### config.mk
export PLATFORM = sky130hd
export DESIGN_NAME = gpu_rasterizer
export DESIGN_NICKNAME = d
export VERILOG_FILES = /design/src/rtl/gpu_rasterizer_pkg.sv /design/src/rtl/gpu_rasterizer_rect_walker.sv /design/src/rtl/gpu_rasterizer.sv
export SDC_FILE = /design/constraint.sdc
export NUM_CORES = 1
export LEC_CHECK = 0
export CAP_MARGIN = 5
export CORE_MARGIN = 2
export CORE_UTILIZATION = 59
export DETAILED_ROUTE_END_ITERATION = 12
export DONT_BUFFER_PORTS = 1
export GPL_TIMING_DRIVEN = 0
export PLACE_DENSITY = 0.84
export SLEW_MARGIN = 0
export SYNTH_ARGS = -nofsm -noshare
export SYNTH_HDL_FRONTEND = slang
export SYNTH_SLANG_ARGS = --single-unit
export TNS_END_PERCENT = 100
### constraint.sdc
create_clock -name clk -period 6.6 [get_ports clk]
set_input_delay 0.99 -clock clk [delete_from_list [all_inputs] [get_ports clk]]
set_output_delay 0.99 -clock clk [all_outputs]
set_load 0.01 [all_outputs]
### src/rtl/gpu_rasterizer_pkg.sv
// gpu_rasterizer_pkg
//   Shared types for the rasterizer slice. It provides:
//   - gpu_op_t, the draw command popped from the CPU op FIFO.
//   - The bit positions of the fields in a sprite ROM texel.
//   - The rasterizer FSM state encoding.
//   - Internal widths used by the walker.
package gpu_rasterizer_pkg;

  typedef struct packed {
    logic [10:0] x;
    logic [10:0] y;
    logic [10:0] width;
    logic [10:0] height;
    logic        color;
    logic        mem_en;
    logic        scale;
    logic [15:0] mem_addr;
  } gpu_op_t;

  // Sprite ROM texel layout: {opaque, colour}
  localparam int TEXEL_OPAQUE_BIT = 1;
  localparam int TEXEL_COLOR_BIT  = 0;

  // Output span counters must hold (2047 << 1) - 1.
  localparam int SPAN_W = 12;
  // Absolute pixel position: 11-bit origin plus a 12-bit span offset, sized so it never wraps.
  localparam int POS_W  = 13;

  typedef enum logic [1:0] {
    ST_IDLE  = 2'd0,
    ST_FILL  = 2'd1,
    ST_BLIT  = 2'd2,
    ST_DRAIN = 2'd3
  } rast_state_t;

endpackage

### src/rtl/gpu_rasterizer_rect_walker.sv
// gpu_rasterizer_rect_walker
//   Walks the output rectangle of one draw op in raster order (column fastest).
//   Every address is kept as a running sum, so the walk needs no multipliers. The
//   only product is the constant y*HOR_ACTIVE_PIXELS at load time, which reduces to
//   shifts and adds.
// Ports
//   clk, rst     clock and asynchronous active-high reset
//   ce_i         clock enable; the walker holds while it is low
//   start_i      load a new op (origin, size, scale, ROM base) and reset to pixel 0
//   step_i       advance to the next output pixel
//   x_i, y_i     op origin
//   width_i      op width in texels (also the sprite ROM row pitch)
//   height_i     op height in texels
//   scale_i      1 = 2x magnification
//   mem_addr_i   sprite ROM base address
//   fb_addr_o    framebuffer address of the current pixel
//   rom_addr_o   sprite ROM address of the texel under the current pixel
//   in_bounds_o  the current pixel lies inside the active area
//   last_o       the current pixel is the last one of the rectangle
module gpu_rasterizer_rect_walker
  import gpu_rasterizer_pkg::*;
#(
  parameter int HOR_ACTIVE_PIXELS = 640,
  parameter int VER_ACTIVE_PIXELS = 480,
  parameter int FB_ADDR_WIDTH     = 19,
  parameter int ROM_ADDR_WIDTH    = 16
) (
  input  logic                      clk,
  input  logic                      rst,
  input  logic                      ce_i,
  input  logic                      start_i,
  input  logic                      step_i,
  input  logic [10:0]               x_i,
  input  logic [10:0]               y_i,
  input  logic [10:0]               width_i,
  input  logic [10:0]               height_i,
  input  logic                      scale_i,
  input  logic [ROM_ADDR_WIDTH-1:0] mem_addr_i,
  output logic [FB_ADDR_WIDTH-1:0]  fb_addr_o,
  output logic [ROM_ADDR_WIDTH-1:0] rom_addr_o,
  output logic                      in_bounds_o,
  output logic                      last_o
);

  logic [SPAN_W-1:0]         col_q, row_q;
  logic [SPAN_W-1:0]         wlast_q, hlast_q;
  logic [POS_W-1:0]          px_q, py_q;
  logic [10:0]               x_q;
  logic [10:0]               width_q;
  logic                      scale_q;
  logic [FB_ADDR_WIDTH-1:0]  fb_addr_q, fb_row_q;
  logic [ROM_ADDR_WIDTH-1:0] rom_row_q;

  logic [FB_ADDR_WIDTH-1:0]  fb_base_d;
  logic                      row_end_d;

  // Addresses of off-screen origins may wrap. Such pixels are never written, so the
  // wrap is harmless, and on-screen pixels stay exact.
  assign fb_base_d = FB_ADDR_WIDTH'(32'(y_i) * 32'(HOR_ACTIVE_PIXELS) + 32'(x_i));
  assign row_end_d = (col_q == wlast_q);

  always_ff @(posedge clk or posedge rst) begin
    if (rst) begin
      col_q     <= '0;
      row_q     <= '0;
      wlast_q   <= '0;
      hlast_q   <= '0;
      px_q      <= '0;
      py_q      <= '0;
      x_q       <= '0;
      width_q   <= '0;
      scale_q   <= 1'b0;
      fb_addr_q <= '0;
      fb_row_q  <= '0;
      rom_row_q <= '0;
    end else if (ce_i) begin
      if (start_i) begin
        col_q     <= '0;
        row_q     <= '0;
        wlast_q   <= ({1'b0, width_i} << scale_i) - 12'd1;
        hlast_q   <= ({1'b0, height_i} << scale_i) - 12'd1;
        px_q      <= POS_W'(x_i);
        py_q      <= POS_W'(y_i);
        x_q       <= x_i;
        width_q   <= width_i;
        scale_q   <= scale_i;
        fb_addr_q <= fb_base_d;
        fb_row_q  <= fb_base_d;
        rom_row_q <= mem_addr_i;
      end else if (step_i) begin
        if (row_end_d) begin
          col_q     <= '0;
          row_q     <= row_q + 12'd1;
          px_q      <= POS_W'(x_q);
          py_q      <= py_q + 13'd1;
          fb_row_q  <= fb_row_q + FB_ADDR_WIDTH'(HOR_ACTIVE_PIXELS);
          fb_addr_q <= fb_row_q + FB_ADDR_WIDTH'(HOR_ACTIVE_PIXELS);
          // At 2x, each texel row covers two output rows, so the ROM row base moves
          // only after the odd output row.
          if (!scale_q || row_q[0])
            rom_row_q <= rom_row_q + ROM_ADDR_WIDTH'(width_q);
        end else begin
          col_q     <= col_q + 12'd1;
          px_q      <= px_q + 13'd1;
          fb_addr_q <= fb_addr_q + FB_ADDR_WIDTH'(1);
        end
      end
    end
  end

  assign fb_addr_o   = fb_addr_q;
  assign rom_addr_o  = rom_row_q + ROM_ADDR_WIDTH'(col_q >> scale_q);
  assign in_bounds_o = (px_q < POS_W'(HOR_ACTIVE_PIXELS)) &&
                       (py_q < POS_W'(VER_ACTIVE_PIXELS));
  assign last_o      = row_end_d && (row_q == hlast_q);

endmodule

### src/rtl/gpu_rasterizer.sv
// gpu_rasterizer
//   Pops draw commands from a first-word-fall-through op FIFO and writes pixels into
//   the back framebuffer.
//   - Solid ops fill a rectangle with op.color.
//   - Sprite ops blit texels from the sprite ROM. They support optional 2x scaling
//     and per-texel transparency.
//   - Every write is clipped to the active area.
// Ports
//   clk, rst    clock and asynchronous active-high reset
//   ce          clock enable; state holds and the write/pop strobes are forced low
//   op          FIFO head (gpu_op_t)
//   op_empty    FIFO empty
//   op_rd_en    one-cycle pop of the FIFO head
//   rom_addr    sprite ROM read address
//   rom_data    texel {opaque, colour}, valid one cycle after rom_addr
//   fb_wr_en    framebuffer write strobe
//   fb_wr_addr  framebuffer write address, y*HOR_ACTIVE_PIXELS + x
//   fb_wr_data  pixel colour
//   idle        no op in progress and FIFO empty
module gpu_rasterizer
  import gpu_rasterizer_pkg::*;
#(
  parameter int HOR_ACTIVE_PIXELS = 640,
  parameter int VER_ACTIVE_PIXELS = 480,
  parameter int FB_ADDR_WIDTH     = 19,
  parameter int ROM_ADDR_WIDTH    = 16
) (
  input  logic                      clk,
  input  logic                      rst,
  input  logic                      ce,
  input  gpu_op_t                   op,
  input  logic                      op_empty,
  output logic                      op_rd_en,
  output logic [ROM_ADDR_WIDTH-1:0] rom_addr,
  input  logic [1:0]                rom_data,
  output logic                      fb_wr_en,
  output logic [FB_ADDR_WIDTH-1:0]  fb_wr_addr,
  output logic                      fb_wr_data,
  output logic                      idle
);

  rast_state_t               state_q;
  logic                      color_q;
  // Blit write pipeline: the pixel whose texel is on rom_data this cycle.
  logic                      vld_p1_q;
  logic                      inb_p1_q;
  logic [FB_ADDR_WIDTH-1:0]  addr_p1_q;

  logic                      pop_d;
  logic                      step_d;
  logic                      op_zero_d;
  logic [FB_ADDR_WIDTH-1:0]  walk_fb_addr;
  logic [ROM_ADDR_WIDTH-1:0] walk_rom_addr;
  logic                      walk_inb;
  logic                      walk_last;

  assign pop_d     = ce && !rst && (state_q == ST_IDLE) && !op_empty;
  assign step_d    = (state_q == ST_FILL) || (state_q == ST_BLIT);
  assign op_zero_d = (op.width == 11'd0) || (op.height == 11'd0);

  gpu_rasterizer_rect_walker #(
    .HOR_ACTIVE_PIXELS (HOR_ACTIVE_PIXELS),
    .VER_ACTIVE_PIXELS (VER_ACTIVE_PIXELS),
    .FB_ADDR_WIDTH     (FB_ADDR_WIDTH),
    .ROM_ADDR_WIDTH    (ROM_ADDR_WIDTH)
  ) u_walker (
    .clk         (clk),
    .rst         (rst),
    .ce_i        (ce),
    .start_i     (pop_d),
    .step_i      (step_d),
    .x_i         (op.x),
    .y_i         (op.y),
    .width_i     (op.width),
    .height_i    (op.height),
    .scale_i     (op.scale),
    .mem_addr_i  (op.mem_addr),
    .fb_addr_o   (walk_fb_addr),
    .rom_addr_o  (walk_rom_addr),
    .in_bounds_o (walk_inb),
    .last_o      (walk_last)
  );

  always_ff @(posedge clk or posedge rst) begin
    if (rst) begin
      state_q   <= ST_IDLE;
      color_q   <= 1'b0;
      vld_p1_q  <= 1'b0;
      inb_p1_q  <= 1'b0;
      addr_p1_q <= '0;
    end else if (ce) begin
      // Stage p0 -> p1: the ROM address was issued this cycle, so its texel returns next cycle.
      vld_p1_q  <= (state_q == ST_BLIT);
      inb_p1_q  <= walk_inb;
      addr_p1_q <= walk_fb_addr;

      unique case (state_q)
        ST_IDLE: begin
          if (!op_empty) begin
            color_q <= op.color;
            // A zero-area op is consumed here without walking anything.
            if (!op_zero_d)
              state_q <= op.mem_en ? ST_BLIT : ST_FILL;
          end
        end
        ST_FILL:  if (walk_last) state_q <= ST_IDLE;
        ST_BLIT:  if (walk_last) state_q <= ST_DRAIN;
        ST_DRAIN: state_q <= ST_IDLE;
        default:  state_q <= ST_IDLE;
      endcase
    end
  end

  assign op_rd_en = pop_d;
  assign idle     = (state_q == ST_IDLE) && op_empty;
  assign rom_addr = (state_q == ST_BLIT) ? walk_rom_addr : '0;

  always_comb begin
    fb_wr_en   = 1'b0;
    fb_wr_addr = '0;
    fb_wr_data = 1'b0;
    unique case (state_q)
      ST_FILL: begin
        fb_wr_en   = ce && walk_inb;
        fb_wr_addr = walk_fb_addr;
        fb_wr_data = color_q;
      end
      ST_BLIT, ST_DRAIN: begin
        fb_wr_en   = ce && vld_p1_q && inb_p1_q && rom_data[TEXEL_OPAQUE_BIT];
        fb_wr_addr = addr_p1_q;
        fb_wr_data = rom_data[TEXEL_COLOR_BIT];
      end
      default: ;
    endcase
  end

endmodule

==> results by stage, run 1 <==
Run status:
- The run finished with clean final reports.

Timing:
- The smallest clock period supported by the final layout is computed as 5190 ps.
- The number of setup violations in the final report is 0.
- The max-slew violation total from the final report is 0.
- Setup repair after global routing left no endpoint under its margin.
- The worst path setup slack after routing is 1410 ps.
- At the pin with the least slew margin, the transition time is 929 ps.
- For the final database, setup skew stands at 10.8 ps.
- Measured against its own limit, the worst slew margin works out to 38.1%.
- The count of endpoints failing hold in the final timing report was 0.
- Hold is met by 454 ps.
- Of the available clock period, the critical path in the final layout requires 78.6%.
- The peak clock frequency supported by timing is 193 MHz.

Synth:
- Yosys instantiated no cell more often than sky130_fd_sc_hd__nand2_1.
- Sequential elements use 37.1% of the synthesized area.
- The commonest cells after synthesis are sky130_fd_sc_hd__nand2_1 (209), sky130_fd_sc_hd__dfrtp_1 (175), sky130_fd_sc_hd__nor2_1 (130), sky130_fd_sc_hd__o21ai_0 (98), sky130_fd_sc_hd__xor2_1 (66).
- Yosys printed 0 warnings.
- When the netlist entered floorplanning its net count stood at 1514.
- The primary flip-flop cell chosen by synthesis mapping is sky130_fd_sc_hd__dfrtp_1.
- The number of synthesized flops with an enable pin is 0.
- The leading area contributor after synthesis is sky130_fd_sc_hd__dfrtp_1.
- The count of mapped cells out of synthesis is 1385.
- The number of distinct library cells after synthesis is 74.
- The area fraction of the dominant cell type after synthesis is 37.1%.
- In the post-synthesis netlist, the biggest area contributors are sky130_fd_sc_hd__dfrtp_1 (37%), sky130_fd_sc_hd__nand2_1 (6.6%), sky130_fd_sc_hd__ha_1 (5.9%), sky130_fd_sc_hd__xor2_1 (4.9%), sky130_fd_sc_hd__o21ai_0 (4.2%).
- The average instance area after synthesis is 8.52 sq um.
- The mapped netlist covers 11800 sq um.
- The post-synthesis async set-or-reset flop share is 100%.
- After synthesis the netlist holds a flip-flop and latch count of 175.

Power:
- The internal power is 2980 uW.
- In this run the power spent charging and discharging nets is 2290 uW.
- Registers are responsible for 36.6% of the overall power.
- The fraction of power consumed by combinational cells is 43.5%.
- The share of total power dissipated in the clock network is 19.9%.
- The switching share of total power is 43.4%.
- For this design the ratio of total power to cell area is 409 nW/um^2.
- The worst-case IR drop observed on VDD is 246 uV.
- For this design the static power due to leakage is 0.00564 uW.

Place:
- The number of buffer cells added on primary ports is 0.
- The worst setup slack before clock tree synthesis is 1570 ps.
- The final weighted congestion of routability-driven global placement is 0.964.
- Detailed placement finished with a half-perimeter wire length of 26300 microns.
- The placed instances occupy a cell area of 12200 sq um.
- Including well taps, the total number of placed cells is 1655.

Floorplan:
- The floorplan step defined a die boundary enclosing 21200 sq um.
- From left edge to right edge, the die measures 145 microns.
- During I/O placement, the number of pins put on the boundary was 108.
- The area inside the core boundary is 19500 sq um.
- Once the floorplan was initialized, standard cells occupied 60.5% of the core.
- The number of cell rows is 51.
- Measured along the y axis, the die boundary spans 145 microns.

Critical path:
- The critical-path maximum fanout is 30.
- The most critical setup path has its startpoint at rst.
- The worst register-to-register path has a setup slack of 2720 ps.
- The required time at the endpoint of the critical path is 5610 ps.
- For the worst flop-to-flop path, the logic depth is 12.
- STA classifies the critical path endpoint as an output port.
- The destination of the worst register-to-register timing path is u_walker.row_q[8].
- Data arrives at the worst endpoint at 4200 ps.
- The kind of critical path is input port to output port.
- The worst register-to-register path begins at state_q[0].
- The worst setup path is launched from an input port.

Finish:
- The number of antenna diodes is 0.
- Cells with a size suffix above 1 make up 6.54% of the layout.
- The final net count is 1538.
- Measured on the finished design, the core utilization comes to 65.8%.
- Compared with the post-synthesis result, the final layout area differs by 8.84%.
- The final standard cell count with taps included and fillers excluded is 1687.
- The final standard cell area without fillers is 12800 sq um.

Detailed routing:
- The number of optimization iterations in the first detailed-route pass is 8.
- The number of nets still failing antenna checks after routing is 0.
- For this block, the initial DRC count from the detailed router was 1298.
- Using the TritonRoute via totals, the vias-per-cell ratio works out to 6.63.
- The routed via count is 11177.
- The detailed-route wire length is 36000 microns.
- The post-route DRC violation count is 0.
- The average detailed-routed wire length per instance is 21.4 microns.

Clocking:
- The root buffer cell is sky130_fd_sc_hd__clkbuf_16.
- The TritonCTS clock tree is built.
- After clock tree synthesis, the clock-pin slew on the worst setup and hold paths is 70 ps.
- In this run, CTS created clock tree buffers numbering 17.
- The number of gates given a new drive strength after cts is 0.
- The maximum root-to-sink buffer count is 2.
- The later-pin clock latency in the skew report is 440 ps.
- The number of buffers inserted for hold repair after clock tree synthesis is 0.
- After clock tree synthesis, the setup repair step added 0 buffers.
- The H-tree depth is 4.
- The tree built by TritonCTS fans out to 175 sinks.

GRT:
- The global route total overflow is 0.
- The number of antenna violations at the first check in global routing came to 0.
- Entering global routing, the biggest net connects 39 pins.
- For this run, the total global-route usage over all layers was measured as 33.9%.
- The first-pass GRT wire length is 57200 microns.
- The via count of the first global-routing pass is 10598.

Flow run:
- The tool flagged a number of max-cap violations equal to 0.

Worst hold path:
- The path class of the lowest-slack min-delay path is input port to async pin.
-- per-stage QoR --
step           total power (uW)  setup TNS [ps]
2_1_floorplan              3520               0
3_3_place_gp               4010          -13390
3_5_place_dp               4120               0
4_1_cts                    5190               0
5_1_grt                    5590               0
6_report                   5260               0
-- routing by layer --
layer	routed length, microns	GRT usage [%]	share of wire, %
met1	14000	44.2	39
met2	15900	52.3	44
met3	4450	10.5	12
met4	1630	15.0	4.5
met5	0	0	0
-- registers in the layout, indices dropped and copies added, names as in the netlist --
signal,count
u_walker.wlast_q,12
u_walker.col_q,12
u_walker.py_q,13
u_walker.scale_q,1
u_walker.row_q,12
vld_p1_q,1
u_walker.px_q,13
color_q,1
u_walker.fb_addr_o,19
state_q,2
addr_p1_q,19
inb_p1_q,1
u_walker.x_q,11
u_walker.fb_row_q,19
u_walker.hlast_q,12
u_walker.width_q,11
u_walker.rom_row_q,16
-- area by class of cell --
class | instances | area [sq um]
buffer | 81 | 350
tap | 265 | 332
clock buffer | 18 | 439
multi-input combinational | 1100 | 6970
sequential | 175 | 4380
inverter | 29 | 113
fill | 1554 | 6680
timing repair buffer | 5 | 100
clock inverter | 14 | 169
-- worst max-delay path, cell delays in order --
cell and delay (ps):
sky130_fd_sc_hd__clkinvlp_4 330, sky130_fd_sc_hd__buf_12 260, sky130_fd_sc_hd__nand2b_1 100, sky130_fd_sc_hd__clkbuf_1 260, sky130_fd_sc_hd__inv_1 130, sky130_fd_sc_hd__clkbuf_1 500, sky130_fd_sc_hd__clkbuf_1 490, sky130_fd_sc_hd__buf_1 640
sky130_fd_sc_hd__buf_1 480
-- cells in the final DEF, fill, tap and decap left out, drive strengths merged, types with 5 or more instances in the layout --
master / netlist / layout
o31ai: 7 / 7
dfrtp: 175 / 175
nor4: 14 / 14
nand2b: 7 / 7
o21ai: 99 / 99
clkbuf: 62 / 80
a211oi: 11 / 11
o311ai: 7 / 7
nand4: 21 / 21
a31oi: 33 / 33
mux2i: 14 / 14
buf: 18 / 23
o22ai: 7 / 7
ha: 56 / 56
a22oi: 27 / 27
a21o: 16 / 16
nor2: 131 / 131
xor2: 66 / 66
a21oi: 61 / 61
o21a: 13 / 13
or4: 5 / 5
xnor2: 36 / 36
or3: 11 / 11
and2: 17 / 17
inv: 29 / 35
or2: 5 / 5
nor3b: 7 / 7
nand3: 42 / 42
mux2: 33 / 33
nor3: 28 / 28
and3: 13 / 13
and4: 5 / 5
nor2b: 16 / 16
o211ai: 21 / 21
nand2: 209 / 209
-- power groups by stage --
stage               logic, uW  registers, uW  clock network (uW)
finish                   2290           1920                1050
floorplan                1750           1770                   0
global placement         2120           1890                   0
detailed placement       2210           1910                   0
CTS                      2250           1900                1040
global route             2530           1960                1090
-- logic make-up after synthesis --
group	count (synthesis)	synth area share, %
adder cells (fa/ha/maj)	60	6.61
flip-flops	175	37.1
multiplexers	47	4.33
AND/OR/NAND/NOR	540	21.3
AO/OA/AOI/OAI	351	19.2
buffers and inverters	110	3.89
XOR/XNOR	102	7.57
-- worst max path at each step --
stage | to | slack, ps | depth (start not counted)
floorplan | op_rd_en | 800 | 8
detailed placement | op_rd_en | 1570 | 9
global placement | op_rd_en | -930 | 8
finish | op_rd_en | 1410 | 9
global route | op_rd_en | 1260 | 9
CTS | op_rd_en | 1530 | 9
(Power assumes the default switching activity.)
==> run 2: changes to the inputs <==
Settings changed: CORE_UTILIZATION 59 to 60, PLACE_DENSITY 0.84 to 0.82.
Clock period 6.6 ns to 5 ns, I/O delays scaled along.
==> run 2 against run 1 <==
Worst setup slack lost 1000 ps. Combinational power increased by 31%. Register-to-register slack worse by 1300 ps. Clock-buffer cell count is 1 lower. Sequential cell count is the same. Cell count shrank 0.12%. Worst hold slack got worse by 130 ps. Wire length fell by 1.1%. Die area shrank 1.6%. Non-clock buffer count is 1 lower. Global-route usage rose by 1.1 points. Power increased by 31%. Largest cell class unchanged.
==> results by stage, run 2 (synthesis gave the netlist of run 1 again) <==
Critical path:
- The worst reg-to-reg setup slack is 1460 ps (-1260 ps).
- The worst setup path is captured at an output port.
- The startpoint of the worst register-to-register path is u_walker.col_q[2].
- The worst path arrival time is 3840 ps (-360 ps).
- The kind of critical path is register to output port.
- The number of cells on the worst reg-to-reg path came to 8 (-4).
- The destination of the worst register-to-register timing path is u_walker.fb_row_q[12].
- The required time at the endpoint of the critical path is 4250 ps (-1360 ps).
- The critical-path maximum fanout came to 10 (-67%).
- The kind of start point of the critical path is a register.

Detailed routing:
- The post-route DRC violation count is 0 (unchanged).
- The average detailed-routed wire length per instance came to 21.2 microns (-0.97%).
- The count of routing violations after the opening detailed-route iteration is 1332 (+2.6%).
- The mean number of vias per cell came to 6.56 (-1.0%).
- The number of nets still failing antenna checks after routing is 0 (unchanged).
- The number of optimization iterations in the first detailed-route pass is 6 (-2).
- The detailed-route wire length came to 35600 microns (-1.1%).
- The routed via count came to 11052 (-1.1%).

Floorplan:
- The floorplan die area is 20800 sq um (-1.6%).
- The die outline width came to 144 microns (-0.81%).
- The number of primary I/O pins was 108 (unchanged).
- The area inside the core boundary is 19400 sq um (-0.65%).
- The effective utilization at floorplan is 60.9% (+0.40 points).
- The number of cell rows is 51 (unchanged).
- The floorplan die height is 144 microns (-0.81%).

Finish:
- The end-of-flow core utilization is 66.2% (+0.41 points).
- The fraction of layout instances using a drive strength above 1 was 6.83% (+0.29 points).
- In the layout the commonest cells are sky130_fd_sc_hd__nand2_1 (209), sky130_fd_sc_hd__dfrtp_1 (175), sky130_fd_sc_hd__nor2_1 (130).
- The number of antenna diodes is 0 (unchanged).
- Leaving out fill and tap cells, the most frequent cell in the layout is sky130_fd_sc_hd__nand2_1.
- The area growth from synthesis to final layout is 8.81% (about the same).
- The final standard cell count with taps included and fillers excluded came to 1685 (-0.12%).
- The final net count was 1537 (-0.065%).

Timing:
- The transition time at the pin with the least slew margin was 1020 ps (+87.1 ps).
- For the finished layout, the period the worst path requires is 4590 ps.
- The count of endpoints failing hold in the final timing report came to 0 (unchanged).
- The accumulated negative setup slack came to 0 ps (unchanged).
- The max-slew violation total from the final report is 0 (unchanged).
- The remaining max-slew budget at the tightest pin is 32.3% (-5.8 points).
- The worst path setup slack after routing is 406 ps (-1010 ps).
- Of the available clock period, the critical path in the final layout requires 91.9%.
- The number of setup violations in the final report was 0 (unchanged).
- Setup repair after global routing left no endpoint under its margin.
- The worst-case hold slack is 325 ps (-129 ps).
- The largest clock skew in the final design is 11.6 ps (+0.846 ps).
- Timing would allow up to 218 MHz.

Place:
- The number of buffer cells added on primary ports was 0 (unchanged).
- The count of placed standard cells including taps is 1654 (-0.060%).
- The final weighted congestion of routability-driven global placement is 1.00 (+4.2%).
- The detailed placer's ending HPWL is 26400 microns (+0.30%).
- The worst setup slack before clock tree synthesis was 843 ps (-728 ps).

Run status:
- The flow ran to the end, and the final reports show no timing, DRC or antenna violations.

GRT:
- The via count of the first global-routing pass is 10441 (-1.5%).
- The global route total overflow was 0 (unchanged).
- The number of antenna violations at the first check in global routing is 1 (+1).
- The largest net degree at the start of global routing is 43 (+10%).
- The first-pass GRT wire length is 55900 microns (-2.2%).
- The total global routing track utilization is 35.0% (+1.1 points).

Power:
- The highest ir drop seen on vdd is 400 uV (+63%).
- The leakage power total is 0.00565 uW (+0.12%).
- The total power per unit cell area is 536 nW/um^2 (+31%).

Flow run:
- The number of maximum-capacitance constraint violations is 0 (unchanged).

Clocking:
- The number of gates given a new drive strength after cts came to 0 (unchanged).
- The post-CTS repair timing setup buffer count came to 0 (unchanged).
- The clock transition time at the flip-flop clock pins of the worst setup and hold paths was 70 ps (about the same).
- The H-tree depth is 4 (unchanged).
- The number of buffers inserted during clock tree synthesis is 17 (unchanged).
- TritonCTS built the clock tree.
- The number of buffers inserted for hold repair after clock tree synthesis is 0 (unchanged).
- The maximum root-to-sink buffer count is 2 (unchanged).
- The later-pin clock latency in the skew report is 450 ps (about the same).
- The number of sinks driven by the clock tree was 175 (unchanged).
- CTS placed an instance of sky130_fd_sc_hd__clkbuf_16 at the clock tree root.

Worst hold path:
- The worst hold path belongs to the class input port to async pin.
-- run 2: cell count changes in the layout (fill, tap and decap cells not counted), sizes merged --
| cell | delta |
|---|---|
| buf | -1 |
| inv | +2 |
| clkinv | -1 |
| clkinvlp | -1 |
| clkbuf | -1 |
-- run 2: cell type report --
type                       instances  area (sq um)
buffer                            81           387
clock buffer                      17           425
clock inverter                    14           163
fill                            1638          6550
inverter                          29           113
multi-input combinational       1100          6970
sequential                       175          4380
tap                              265           332
timing repair buffer               4          80.1
-- run 2: power breakdown --
part / switching, uW / leakage, uW / internal (uW)
sequential: 570 / 0.00214 / 1970
clock: 640 / 0.000287 / 712
combinational: 1770 / 0.00322 / 1230
total: 2980 / 0.00565 / 3910
-- run 2: metal layers --
metal	GRT usage [%]	wire length [microns]
met2	56.0	16000
met1	45.9	14500
met3	8.51	3680
met5	0	0
met4	14.3	1540
-- run 2: metrics by stage --
| step | total power (uW) | area (sq um) |
|---|---|---|
| 2_1_floorplan | 4650 | 11800 |
| 3_3_place_gp | 5310 | 12200 |
| 3_5_place_dp | 5450 | 12300 |
| 4_1_cts | 6810 | 12800 |
| 5_1_grt | 7330 | 12800 |
| 6_report | 6890 | 12800 |
-- run 2: critical path, cell delays in order (launching register included) --
cell                       delay (ps)
sky130_fd_sc_hd__dfrtp_1          340
sky130_fd_sc_hd__clkbuf_1         340
sky130_fd_sc_hd__clkbuf_1         530
sky130_fd_sc_hd__mux2_2           420
sky130_fd_sc_hd__ha_1             350
sky130_fd_sc_hd__a21o_1           200
sky130_fd_sc_hd__a21o_1           160
sky130_fd_sc_hd__a21oi_1          240
sky130_fd_sc_hd__o211ai_1         130
sky130_fd_sc_hd__nand2_1          150
sky130_fd_sc_hd__o21ai_0          120
sky130_fd_sc_hd__a21boi_0         410
-- run 2: how the worst max path moves through the flow --
| stage | cells after the start | startpoint | to | slack [ps] |
|---|---|---|---|---|
| 6_report | 11 | u_walker.scale_q | rom_addr[14] | 410 |
| 5_1_grt | 11 | u_walker.scale_q | rom_addr[14] | 160 |
| 4_1_cts | 11 | u_walker.scale_q | rom_addr[14] | 490 |
| 3_5_place_dp | 8 | rst | u_walker.x_q[8] | 840 |
| 3_3_place_gp | 7 | rst | u_walker.x_q[8] | -1700 |
| 2_1_floorplan | 8 | rst | op_rd_en | -40 |
==> patch, RTL diff (flow settings as in run 2) <==
Encoding of `rast_state_t`: now one-hot (4 bits for 4 states).
--- a/src/rtl/gpu_rasterizer_pkg.sv
+++ b/src/rtl/gpu_rasterizer_pkg.sv
@@ -27,9 +27,9 @@
   localparam int POS_W  = 13;
 
-  typedef enum logic [1:0] {
-    ST_IDLE  = 2'd0,
-    ST_FILL  = 2'd1,
-    ST_BLIT  = 2'd2,
-    ST_DRAIN = 2'd3
+  typedef enum logic [3:0] {
+    ST_IDLE  = 4'b0001,
+    ST_FILL  = 4'b0010,
+    ST_BLIT  = 4'b0100,
+    ST_DRAIN = 4'b1000
   } rast_state_t;
 
Check against the original RTL: no difference found for any inputs over 4 cycles, from zero or initial values and one cycle with rst high; so few cycles prove little.
==> patch against run 2 <==
  * Hold slack gained 10 ps
  * Area after synthesis down 0.35%
  * Sequential cell count up 2
  * Non-clock buffer count decreased by 7
  * Total power is 7.0% lower
  * Sequential share of layout area grew 0.47 points
  * Sequential power barely moved
  * Via count up 0.18%
  * Wire length is 1.7% lower
  * Combinational power fell by 17%
  * Final area down 0.21%
  * Setup slack better by 270 ps
  * Largest cell class unchanged
==> patch: results (changes against run 2) <==
- GRT Total Usage: 34.1% (was 35.0%)
- Reg-to-Reg End: u_walker.wlast_q[0] (was u_walker.fb_row_q[12])
- Met1 usage in global routing: 46.2% (was 45.9%)
- M1 WL: 14100 µm (was 14500 µm)
- Largest cells by area after synthesis: dfrtp_1 37%, nand2_1 6.4%, ha_1 5.5% (was dfrtp_1 37%, nand2_1 6.6%, ha_1 5.9%)
- CTS buffer count: 17 (unchanged)
- Global routing usage on met3: 7.55% (was 8.51%)
- Synth top cells by count: 202 x nand2_1, 176 x dfrtp_1, 137 x nor2_1 (was 209 x nand2_1, 175 x dfrtp_1, 130 x nor2_1)
- Slew @ Worst Pin: 1110 ps (was 1020 ps)
- Routed vias/inst: 6.59 (was 6.56)
- Complex-gate fraction of the synthesized area: 18.3% (was 19.2%)
- First-pass GRT wire length: 54300 µm (was 55900 µm)
- Initial antenna violation count: 0 (was 1)
- Status: finished clean (unchanged)
- M2 GR Usage: 53.0% (was 56.0%)
- Crit-path max cell delay: 480 ps (was 530 ps)
- Post-Synth XOR/XNOR Area: 8.64% (was 7.57%)
- R2r setup slk: 1570 ps (was 1460 ps)
- Worst r2r src: state_q[0] (was u_walker.col_q[2])
- Critical-path cell with the highest stage delay: o21ai_0 (was clkbuf_1)
- Clk_skew: 9.18 ps (was 11.6 ps)
- Dpl hpwl: 25600 µm (was 26400 µm)
- CP arrival: 3570 ps (was 3840 ps)
- FF-to-FF path depth: 9 (was 8)
- Count of cell types in the netlist: 75 (was 74)
- Synth Area in Adders: 6.21% (was 6.61%)
- WL final: 35000 µm (was 35600 µm)
- Sequential area share after synthesis: 37.7% (was 37.1%)
- Post-synthesis mux area share: 4.20% (was 4.33%)
- VDD IR max: 0.282 mV (was 0.400 mV)
[patch: cell count changes after synthesis, moves of 8 or more]
cell,delta
xnor2_1,+26
a22oi_1,-23
a22o_1,+21
a21oi_1,+20
buf_2,+13
clkbuf_1,-12
nand3_1,+12
xor2_1,-12
and2_1,-8
[patch: cells by family after synthesis]
group,Yosys count
DFF,177
xor gates and xnor gates,116
adders and majority gates,56
buffers and inverters,103
muxes,45
AOI/OAI and AO/OA,339
and+or+nand+nor,542
[patch: how the worst max path moves through the flow]
stage                                        to  cells after the start
final                              rom_addr[15]                      8
after global routing       u_walker.wlast_q[10]                     13
after CTS                          rom_addr[15]                      8
after detailed placement   u_walker.wlast_q[10]                     13
after global placement    u_walker.fb_addr_o[0]                      7
after floorplan                        op_rd_en                      7
[patch: area by class of cell]
cell class	instances	area (µm²)
multi-input cells	1098	6930
fillers	1561	6520
flip-flops and latches	177	4430
clock buffers	21	450
well taps	265	332
plain buffers	74	327
clock inverters	11	156
inverters	29	115
repair buffers	4	80.1
[patch: metrics by stage]
| stage | setup slack (ps) | hold slack (ps) | power (µW) | std cells | utilization, % |
|---|---|---|---|---|---|
| finish | 677 | 335 | 6410 | 1679 | 66.3 |
| global route | 367 | 415 | 6790 | 1679 | 66.3 |
| CTS | 735 | 374 | 6330 | 1679 | 66.3 |
| detailed placement | 374 | 464 | 4930 | 1647 | 63.2 |
| global placement | -1540 | 460 | 4790 | 1643 | 62.7 |
| floorplan | 2.42 | 446 | 4270 | 1378 | - |
[patch: power breakdown]
group          internal, µW  total (µW)  switching [µW]
logic                  1060        2480            1420
clock network           805        1400             595
registers              1960        2530             565
